### src/rtl/hazard_ctrl_pkg.sv
// -----------------------------------------------------------------------------
// hazard_ctrl_pkg
// Shared constants for the pipeline hazard/forwarding controller:
//   REG_AW          - default register address width
//   RESULTSRC_LOAD  - resultsrc encoding that marks a load
//   FWD_*           - EX operand mux select encodings
//   fwd_sel()       - priority encoder turning stage hits into a select
// -----------------------------------------------------------------------------
package hazard_ctrl_pkg;

    localparam int REG_AW = 5;

    localparam logic [1:0] RESULTSRC_LOAD = 2'b01;

    typedef enum logic [1:0] {
        FWD_REG = 2'b00,   // operand from register file read
        FWD_WB  = 2'b01,   // operand from writeback result
        FWD_MEM = 2'b10    // operand from memory-stage ALU result
    } fwd_sel_e;

    // The younger producer (MEM) holds the most recent value of the register,
    // so it takes priority over WB when both write the same address.
    function automatic fwd_sel_e fwd_sel(input logic hit_m, input logic hit_w);
        if (hit_m) begin
            return FWD_MEM;
        end else if (hit_w) begin
            return FWD_WB;
        end
        return FWD_REG;
    endfunction

endpackage

### src/rtl/hazard_shadow_pipe.sv
// -----------------------------------------------------------------------------
// hazard_shadow_pipe
// Shadow copy of the register-address fields of the EX, MEM and WB stages,
// advancing in lockstep with the real pipeline. EX can be replaced by a bubble.
//
// Ports:
//   clk, rst_n           clock, asynchronous active-low reset
//   bubble_e             load a bubble into EX instead of the decode fields
//   valid_d              decode holds a real instruction
//   rs1_d/rs2_d/rd_d     decode register addresses
//   regwrite_d           decode instruction writes rd
//   resultsrc_d          decode result source (load detection)
//   rs1_e/rs2_e/rd_e     EX stage addresses
//   regwrite_e/is_load_e EX stage write enable / load flag
//   rd_m/regwrite_m      MEM stage destination / write enable
//   rd_w/regwrite_w      WB stage destination / write enable
//
// Naming: <sig>_q is the flop, <sig>_d its next value (so rs1_e_d is the next
// EX-stage rs1, distinct from the decode-stage input rs1_d).
// -----------------------------------------------------------------------------
module hazard_shadow_pipe
    import hazard_ctrl_pkg::*;
#(
    parameter int REG_AW = hazard_ctrl_pkg::REG_AW
) (
    input  logic              clk,
    input  logic              rst_n,
    input  logic              bubble_e,
    input  logic              valid_d,
    input  logic [REG_AW-1:0] rs1_d,
    input  logic [REG_AW-1:0] rs2_d,
    input  logic [REG_AW-1:0] rd_d,
    input  logic              regwrite_d,
    input  logic [1:0]        resultsrc_d,
    output logic [REG_AW-1:0] rs1_e,
    output logic [REG_AW-1:0] rs2_e,
    output logic [REG_AW-1:0] rd_e,
    output logic              regwrite_e,
    output logic              is_load_e,
    output logic [REG_AW-1:0] rd_m,
    output logic              regwrite_m,
    output logic [REG_AW-1:0] rd_w,
    output logic              regwrite_w
);

    logic [REG_AW-1:0] rs1_e_q, rs1_e_d;
    logic [REG_AW-1:0] rs2_e_q, rs2_e_d;
    logic [REG_AW-1:0] rd_e_q, rd_e_d;
    logic              regwrite_e_q, regwrite_e_d;
    logic              is_load_e_q, is_load_e_d;
    logic [REG_AW-1:0] rd_m_q, rd_m_d;
    logic              regwrite_m_q, regwrite_m_d;
    logic              is_load_m_q, is_load_m_d;
    logic [REG_AW-1:0] rd_w_q, rd_w_d;
    logic              regwrite_w_q, regwrite_w_d;
    logic              is_load_w_q, is_load_w_d;

    // NOTE: every next-state signal gets a value on every path through this
    // block (bubble first, decode override second), so no latch is inferred.
    always_comb begin
        rs1_e_d      = '0;
        rs2_e_d      = '0;
        rd_e_d       = '0;
        regwrite_e_d = 1'b0;
        is_load_e_d  = 1'b0;
        if (!bubble_e) begin
            rs1_e_d      = rs1_d;
            rs2_e_d      = rs2_d;
            rd_e_d       = rd_d;
            // An invalid decode slot must never look like a producer later on.
            regwrite_e_d = regwrite_d & valid_d;
            is_load_e_d  = (resultsrc_d == RESULTSRC_LOAD) & valid_d;
        end

        rd_m_d       = rd_e_q;
        regwrite_m_d = regwrite_e_q;
        is_load_m_d  = is_load_e_q;

        rd_w_d       = rd_m_q;
        regwrite_w_d = regwrite_m_q;
        is_load_w_d  = is_load_m_q;
    end

    // NOTE: state flops use non-blocking assignments so all three stages
    // shift on the same edge from their pre-edge values. The shadow is a
    // handful of flops, not a memory, so every bit is reset to a bubble.
    always_ff @(posedge clk or negedge rst_n) begin
        if (!rst_n) begin
            rs1_e_q      <= '0;
            rs2_e_q      <= '0;
            rd_e_q       <= '0;
            regwrite_e_q <= 1'b0;
            is_load_e_q  <= 1'b0;
            rd_m_q       <= '0;
            regwrite_m_q <= 1'b0;
            is_load_m_q  <= 1'b0;
            rd_w_q       <= '0;
            regwrite_w_q <= 1'b0;
            is_load_w_q  <= 1'b0;
        end else begin
            rs1_e_q      <= rs1_e_d;
            rs2_e_q      <= rs2_e_d;
            rd_e_q       <= rd_e_d;
            regwrite_e_q <= regwrite_e_d;
            is_load_e_q  <= is_load_e_d;
            rd_m_q       <= rd_m_d;
            regwrite_m_q <= regwrite_m_d;
            is_load_m_q  <= is_load_m_d;
            rd_w_q       <= rd_w_d;
            regwrite_w_q <= regwrite_w_d;
            is_load_w_q  <= is_load_w_d;
        end
    end

    assign rs1_e      = rs1_e_q;
    assign rs2_e      = rs2_e_q;
    assign rd_e       = rd_e_q;
    assign regwrite_e = regwrite_e_q;
    assign is_load_e  = is_load_e_q;
    assign rd_m       = rd_m_q;
    assign regwrite_m = regwrite_m_q;
    assign rd_w       = rd_w_q;
    assign regwrite_w = regwrite_w_q;

endmodule

### src/rtl/hazard_ctrl.sv
// -----------------------------------------------------------------------------
// hazard_ctrl
// Hazard and forwarding controller for the 5-stage RISC-V pipeline. Detects
// load-use hazards in decode, resolves taken-branch flushes, selects EX
// operand forwarding, and counts stall/flush events for bring-up.
//
// Ports:
//   clk, rst_n             clock, asynchronous active-low reset
//   valid_d                decode holds a real instruction
//   rs1_d/rs2_d/rd_d       decode register addresses
//   use_rs1_d/use_rs2_d    decode instruction reads rs1/rs2
//   regwrite_d             decode instruction writes rd
//   resultsrc_d            decode result source (2'b01 = load)
//   pcsrc_e                taken branch/jump resolved in EX
//   stall_f/stall_d        hold PC / hold IF/ID
//   flush_d/flush_e        clear IF/ID / bubble ID/EX
//   forward_a_e/b_e        EX operand A/B mux selects
//   stall_cnt/flush_cnt    saturating load-use stall / branch flush counters
// -----------------------------------------------------------------------------
module hazard_ctrl
    import hazard_ctrl_pkg::*;
#(
    parameter int REG_AW = hazard_ctrl_pkg::REG_AW,
    parameter int CNT_W  = 16
) (
    input  logic              clk,
    input  logic              rst_n,
    input  logic              valid_d,
    input  logic [REG_AW-1:0] rs1_d,
    input  logic [REG_AW-1:0] rs2_d,
    input  logic [REG_AW-1:0] rd_d,
    input  logic              use_rs1_d,
    input  logic              use_rs2_d,
    input  logic              regwrite_d,
    input  logic [1:0]        resultsrc_d,
    input  logic              pcsrc_e,
    output logic              stall_f,
    output logic              stall_d,
    output logic              flush_d,
    output logic              flush_e,
    output logic [1:0]        forward_a_e,
    output logic [1:0]        forward_b_e,
    output logic [CNT_W-1:0]  stall_cnt,
    output logic [CNT_W-1:0]  flush_cnt
);

    logic [REG_AW-1:0] rs1_e, rs2_e, rd_e, rd_m, rd_w;
    logic              regwrite_e, is_load_e, regwrite_m, regwrite_w;
    logic              lu;
    logic              m_valid, w_valid;

    logic [CNT_W-1:0]  stall_cnt_q, stall_cnt_d;
    logic [CNT_W-1:0]  flush_cnt_q, flush_cnt_d;

    hazard_shadow_pipe #(
        .REG_AW (REG_AW)
    ) u_shadow (
        .clk         (clk),
        .rst_n       (rst_n),
        .bubble_e    (flush_e),
        .valid_d     (valid_d),
        .rs1_d       (rs1_d),
        .rs2_d       (rs2_d),
        .rd_d        (rd_d),
        .regwrite_d  (regwrite_d),
        .resultsrc_d (resultsrc_d),
        .rs1_e       (rs1_e),
        .rs2_e       (rs2_e),
        .rd_e        (rd_e),
        .regwrite_e  (regwrite_e),
        .is_load_e   (is_load_e),
        .rd_m        (rd_m),
        .regwrite_m  (regwrite_m),
        .rd_w        (rd_w),
        .regwrite_w  (regwrite_w)
    );

    always_comb begin
        // A load in EX has no data until MEM, so a dependent decode
        // instruction must wait one cycle. x0 never carries a dependency.
        lu = is_load_e && regwrite_e && (rd_e != '0) && valid_d &&
             ((use_rs1_d && (rs1_d == rd_e)) || (use_rs2_d && (rs2_d == rd_e)));

        // A taken branch makes the decode instruction wrong-path: squash it
        // rather than stall for it.
        stall_f = lu && !pcsrc_e;
        stall_d = lu && !pcsrc_e;
        flush_d = pcsrc_e;
        flush_e = pcsrc_e || lu;

        m_valid = regwrite_m && (rd_m != '0);
        w_valid = regwrite_w && (rd_w != '0);

        forward_a_e = fwd_sel(m_valid && (rd_m == rs1_e), w_valid && (rd_w == rs1_e));
        forward_b_e = fwd_sel(m_valid && (rd_m == rs2_e), w_valid && (rd_w == rs2_e));
    end

    // Bring-up counters stick at all-ones instead of wrapping.
    always_comb begin
        stall_cnt_d = stall_cnt_q;
        flush_cnt_d = flush_cnt_q;
        if (stall_d && (stall_cnt_q != '1)) begin
            stall_cnt_d = stall_cnt_q + CNT_W'(1);
        end
        if (pcsrc_e && (flush_cnt_q != '1)) begin
            flush_cnt_d = flush_cnt_q + CNT_W'(1);
        end
    end

    always_ff @(posedge clk or negedge rst_n) begin
        if (!rst_n) begin
            stall_cnt_q <= '0;
            flush_cnt_q <= '0;
        end else begin
            stall_cnt_q <= stall_cnt_d;
            flush_cnt_q <= flush_cnt_d;
        end
    end

    assign stall_cnt = stall_cnt_q;
    assign flush_cnt = flush_cnt_q;

endmodule
### config.mk
export PLATFORM = sky130hd
export DESIGN_NAME = hazard_ctrl
export DESIGN_NICKNAME = d
export VERILOG_FILES = /design/src/rtl/hazard_ctrl_pkg.sv /design/src/rtl/hazard_shadow_pipe.sv /design/src/rtl/hazard_ctrl.sv
export SDC_FILE = /design/constraint.sdc
export NUM_CORES = 1
export LEC_CHECK = 0
export ABC_CLOCK_PERIOD_IN_PS = 2700
export CORE_MARGIN = 2
export CORE_UTILIZATION = 50
export DETAILED_ROUTE_END_ITERATION = 8
export PLACE_DENSITY = 0.8
export REMOVE_ABC_BUFFERS = 1
export SYNTH_ARGS = -nofsm -noshare
export SYNTH_HDL_FRONTEND = slang
export SYNTH_SLANG_ARGS = --single-unit
export TNS_END_PERCENT = 10
### constraint.sdc
create_clock -name clk -period 2.7 [get_ports clk]
set_input_delay 0.54 -clock clk [delete_from_list [all_inputs] [get_ports clk]]
set_output_delay 0.54 -clock clk [all_outputs]
set_load 0.005 [all_outputs]
==> flow_metrics.tcl <==
set metrics [dict create \
    status "completed" \
    fp.dieW_um 78.22 \
    worstSetupPathType "flop to output port" \
    synth-adder-area-share 0.009087 \
    core_um2 5405 \
    intPower_mw 1.662 \
    p_per_area_nw_per_um2 574.3 \
    period_share 0.9926 \
    register_area_um2 1528 \
    r2r-end "stall_cnt[5]$_DFFE_PN0P_" \
    fmax_mhz 373.1 \
    cts_tree "yes" \
    area_growth_pct 39.85 \
    r2r-start "u_shadow.rd_e[1]$_DFF_PN0_" \
    io_buffers 63 \
    seqPwrFrac 0.487 \
    dieArea_um2 6118 \
    finalCriticalPeriod_ps 2680 \
    synthMuxAreaShare 0.01227 \
    clk_path_buf_depth 2 \
    drt-total-wl_mm 5.819 \
    synth_area_um2 2754 \
    crit_required_ps 2160 \
    rsz0062_at_grt "yes" \
    firstDrtPassIters 4 \
    grt_pass1_vias 2173 \
    postLayoutCoreUtil 0.7125 \
    ys_warn_count 0 \
    worstPathMaxFanout 4 \
    p_switching_mw 0.5502 \
    synth_top_family_by_area "simple AND/OR/NAND/NOR gates" \
    clkSinkCount 61 \
    maxSlewHeadroom 0.5060 \
    power.leakage_nw 1.751 \
    fill_cells 397 \
    initial_core_util 0.5095 \
    synth_cell_types 39 \
    final_common_cell "dfrtp_1" \
    r2r_setup_slack_ps 80 \
    clk-insertion-delay-late_ps 330 \
    root_buffer "clkbuf_8" \
    ys.flop_type "dfrtp_1" \
    cap_violations 0 \
    synth_edf_count 0 \
    finalWeightedCongestion 0.7861 \
    cts.reportedPaths.clkPinSlew_ps 60 \
    htreeDepth 3 \
    slew_violations 0 \
    p_clk_frac 0.354 \
    track_usage 0.2153 \
    multi_input_area_um2 1236 \
    ys_seq_area_frac 0.5543 \
    worstMarginPinSlew_ps 741.1 \
    num_rows 27 \
    cp-start-kind "flop" \
    p_comb_frac 0.158 \
    final_cell_mix "dfrtp_1, clkdlybuf4s50_1, xor2_1, xnor2_1, buf_4" \
    antenna_found_initial 0 \
    hpwl_mm 4.041 \
    min_path_type "input pin to async pin" \
    pin_count 64 \
    clock-skew-final_ps 4.610 \
    drt-initial-drc-count 96 \
    hold_viol 0 \
    routed_via_density 5.187 \
    cts_inserted_buffers 9 \
    synthSimpleGateAreaFrac 0.2004 \
    endpoint_kind "output port" \
    synth_cells 233 \
    overflow 0 \
    peakVddDrop_uv 370.9 \
    grt_max_degree 62 \
    synth-seq-cells 61 \
    setup_violations 0 \
    die_y_um 78.22 \
    reg2regPathDepth 11 \
    worstPathArrival_ps 2140 \
    synth_compound_area_frac 0.03226 \
    wire_per_inst_um 14.48 \
    postRouteAntennaNets 0 \
    switching_share 0.2488 \
    drive_gt1_frac 0.2000 \
    nets 354 \
    syn_area_per_cell_um2 11.82 \
    synth_xor_area_frac 0.1776 \
    antennaDiodeCount 0 \
    drcViolationCount 0 \
    grt_pass1_wl_mm 9.963 \
    vias 2085 \
    async_flop_share 1.000 \
    p_total_mw 2.212 \
]
[state kept, by name, indices dropped and copies added (netlist names)]
signal               cells
flush_cnt               16
stall_cnt               16
u_shadow.rd_e            5
u_shadow.rd_m            5
u_shadow.rd_w            5
u_shadow.rs1_e           5
u_shadow.rs2_e           5
u_shadow.is_load_e       1
u_shadow.regwrite_e      1
u_shadow.regwrite_m      1
u_shadow.regwrite_w      1
[timing repair]
item	4_1_cts	5_1_grt
setup buffers	14	2
pin swaps	8	8
setup endpoints to repair	6	20
hold buffers	0	0
gates resized for setup	24	11
[synthesized netlist by cell type (all sizes together), types with 2 or more instances]
master	number	area [um^2]
a31oi	3	18.77
and3	8	57.55
o21ai	4	20.02
xor2	28	245.2
nand3	16	80.08
nand2	9	33.78
nand4	8	50.05
nor2	13	48.80
and2	16	100.1
ha	2	25.02
buf	4	27.52
or4	5	37.54
inv	2	7.510
nor4	8	62.56
mux2	3	33.78
dfrtp	61	1526
and4	2	20.02
xnor2	27	244.0
[worst max-delay path by stage]
| stage | start | endpoint | slack [ps] | cells after the start |
|---|---|---|---|---|
| floorplan | rs1_d[3] | flush_e | 490 | 6 |
| global placement | rs1_d[3] | flush_e | -390 | 8 |
| detailed placement | rs1_d[3] | flush_e | -430 | 8 |
| CTS | u_shadow.rd_e[1]$_DFF_PN0_ | flush_e | -100 | 7 |
| global route | u_shadow.rd_m[3]$_DFF_PN0_ | forward_b_e[1] | -90 | 6 |
| finish | u_shadow.rd_e[1]$_DFF_PN0_ | flush_e | 20 | 7 |
[power by group through the flow]
stage          combinational [mW]  clock, mW  sequential [mW]
2_1_floorplan               0.133          0             1.08
3_3_place_gp                0.326          0             1.09
3_5_place_dp                0.333          0             1.09
4_1_cts                     0.354      0.794             1.08
5_1_grt                     0.386      0.846             1.09
6_report                    0.350      0.783             1.08
[worst max-delay path: stages, from the launching register on]
cell and delay, ps:
dfrtp_1 430, or4_4 550, o2111ai_2 240, or2_1 170, buf_4 130, and2b_4 150, inv_1 40, clkbuf_2 100
[metrics by stage]
stage | instance area, um^2 | cells | hold slack [ps] | setup slack (ps) | TNS [ps]
floorplan | 2723 | 228 | 244.4 | 491.8 | 0
global placement | 3528 | 375 | 361.9 | -390.2 | -1113
detailed placement | 3528 | 375 | 375.0 | -433.5 | -1252
CTS | 3851 | 402 | 373.1 | -98.78 | -195.5
global route | 3851 | 402 | 408.0 | -86.32 | -253.9
finish | 3851 | 402 | 335.5 | 19.93 | 0
[cells by family after synthesis]
family                   count (synthesis)
AND/OR/NAND/NOR                         92
flip-flops                              61
XOR/XNOR                                55
AO/OA/AOI/OAI                           13
buffers and inverters                    7
multiplexers                             3
adder cells (fa/ha/maj)                  2
[cell type report]
type	instances	area share
timing repair buffer	89	0.2086
sequential	61	0.3967
clock inverter	2	0.009097
multi-input combinational	165	0.3210
tap	72	0.02339
clock buffer	11	0.03931
inverter	2	0.001949
[routing by layer]
layer,track usage,vias to the layer above,part of all wire
met3,0.07356,13,0.052
met2,0.3483,60,0.49
met5,0,-,0
li1,-,1002,-
met4,0.08772,0,0.023
met1,0.2658,1010,0.43
Note: power is estimated with default switching activity, not from simulation.
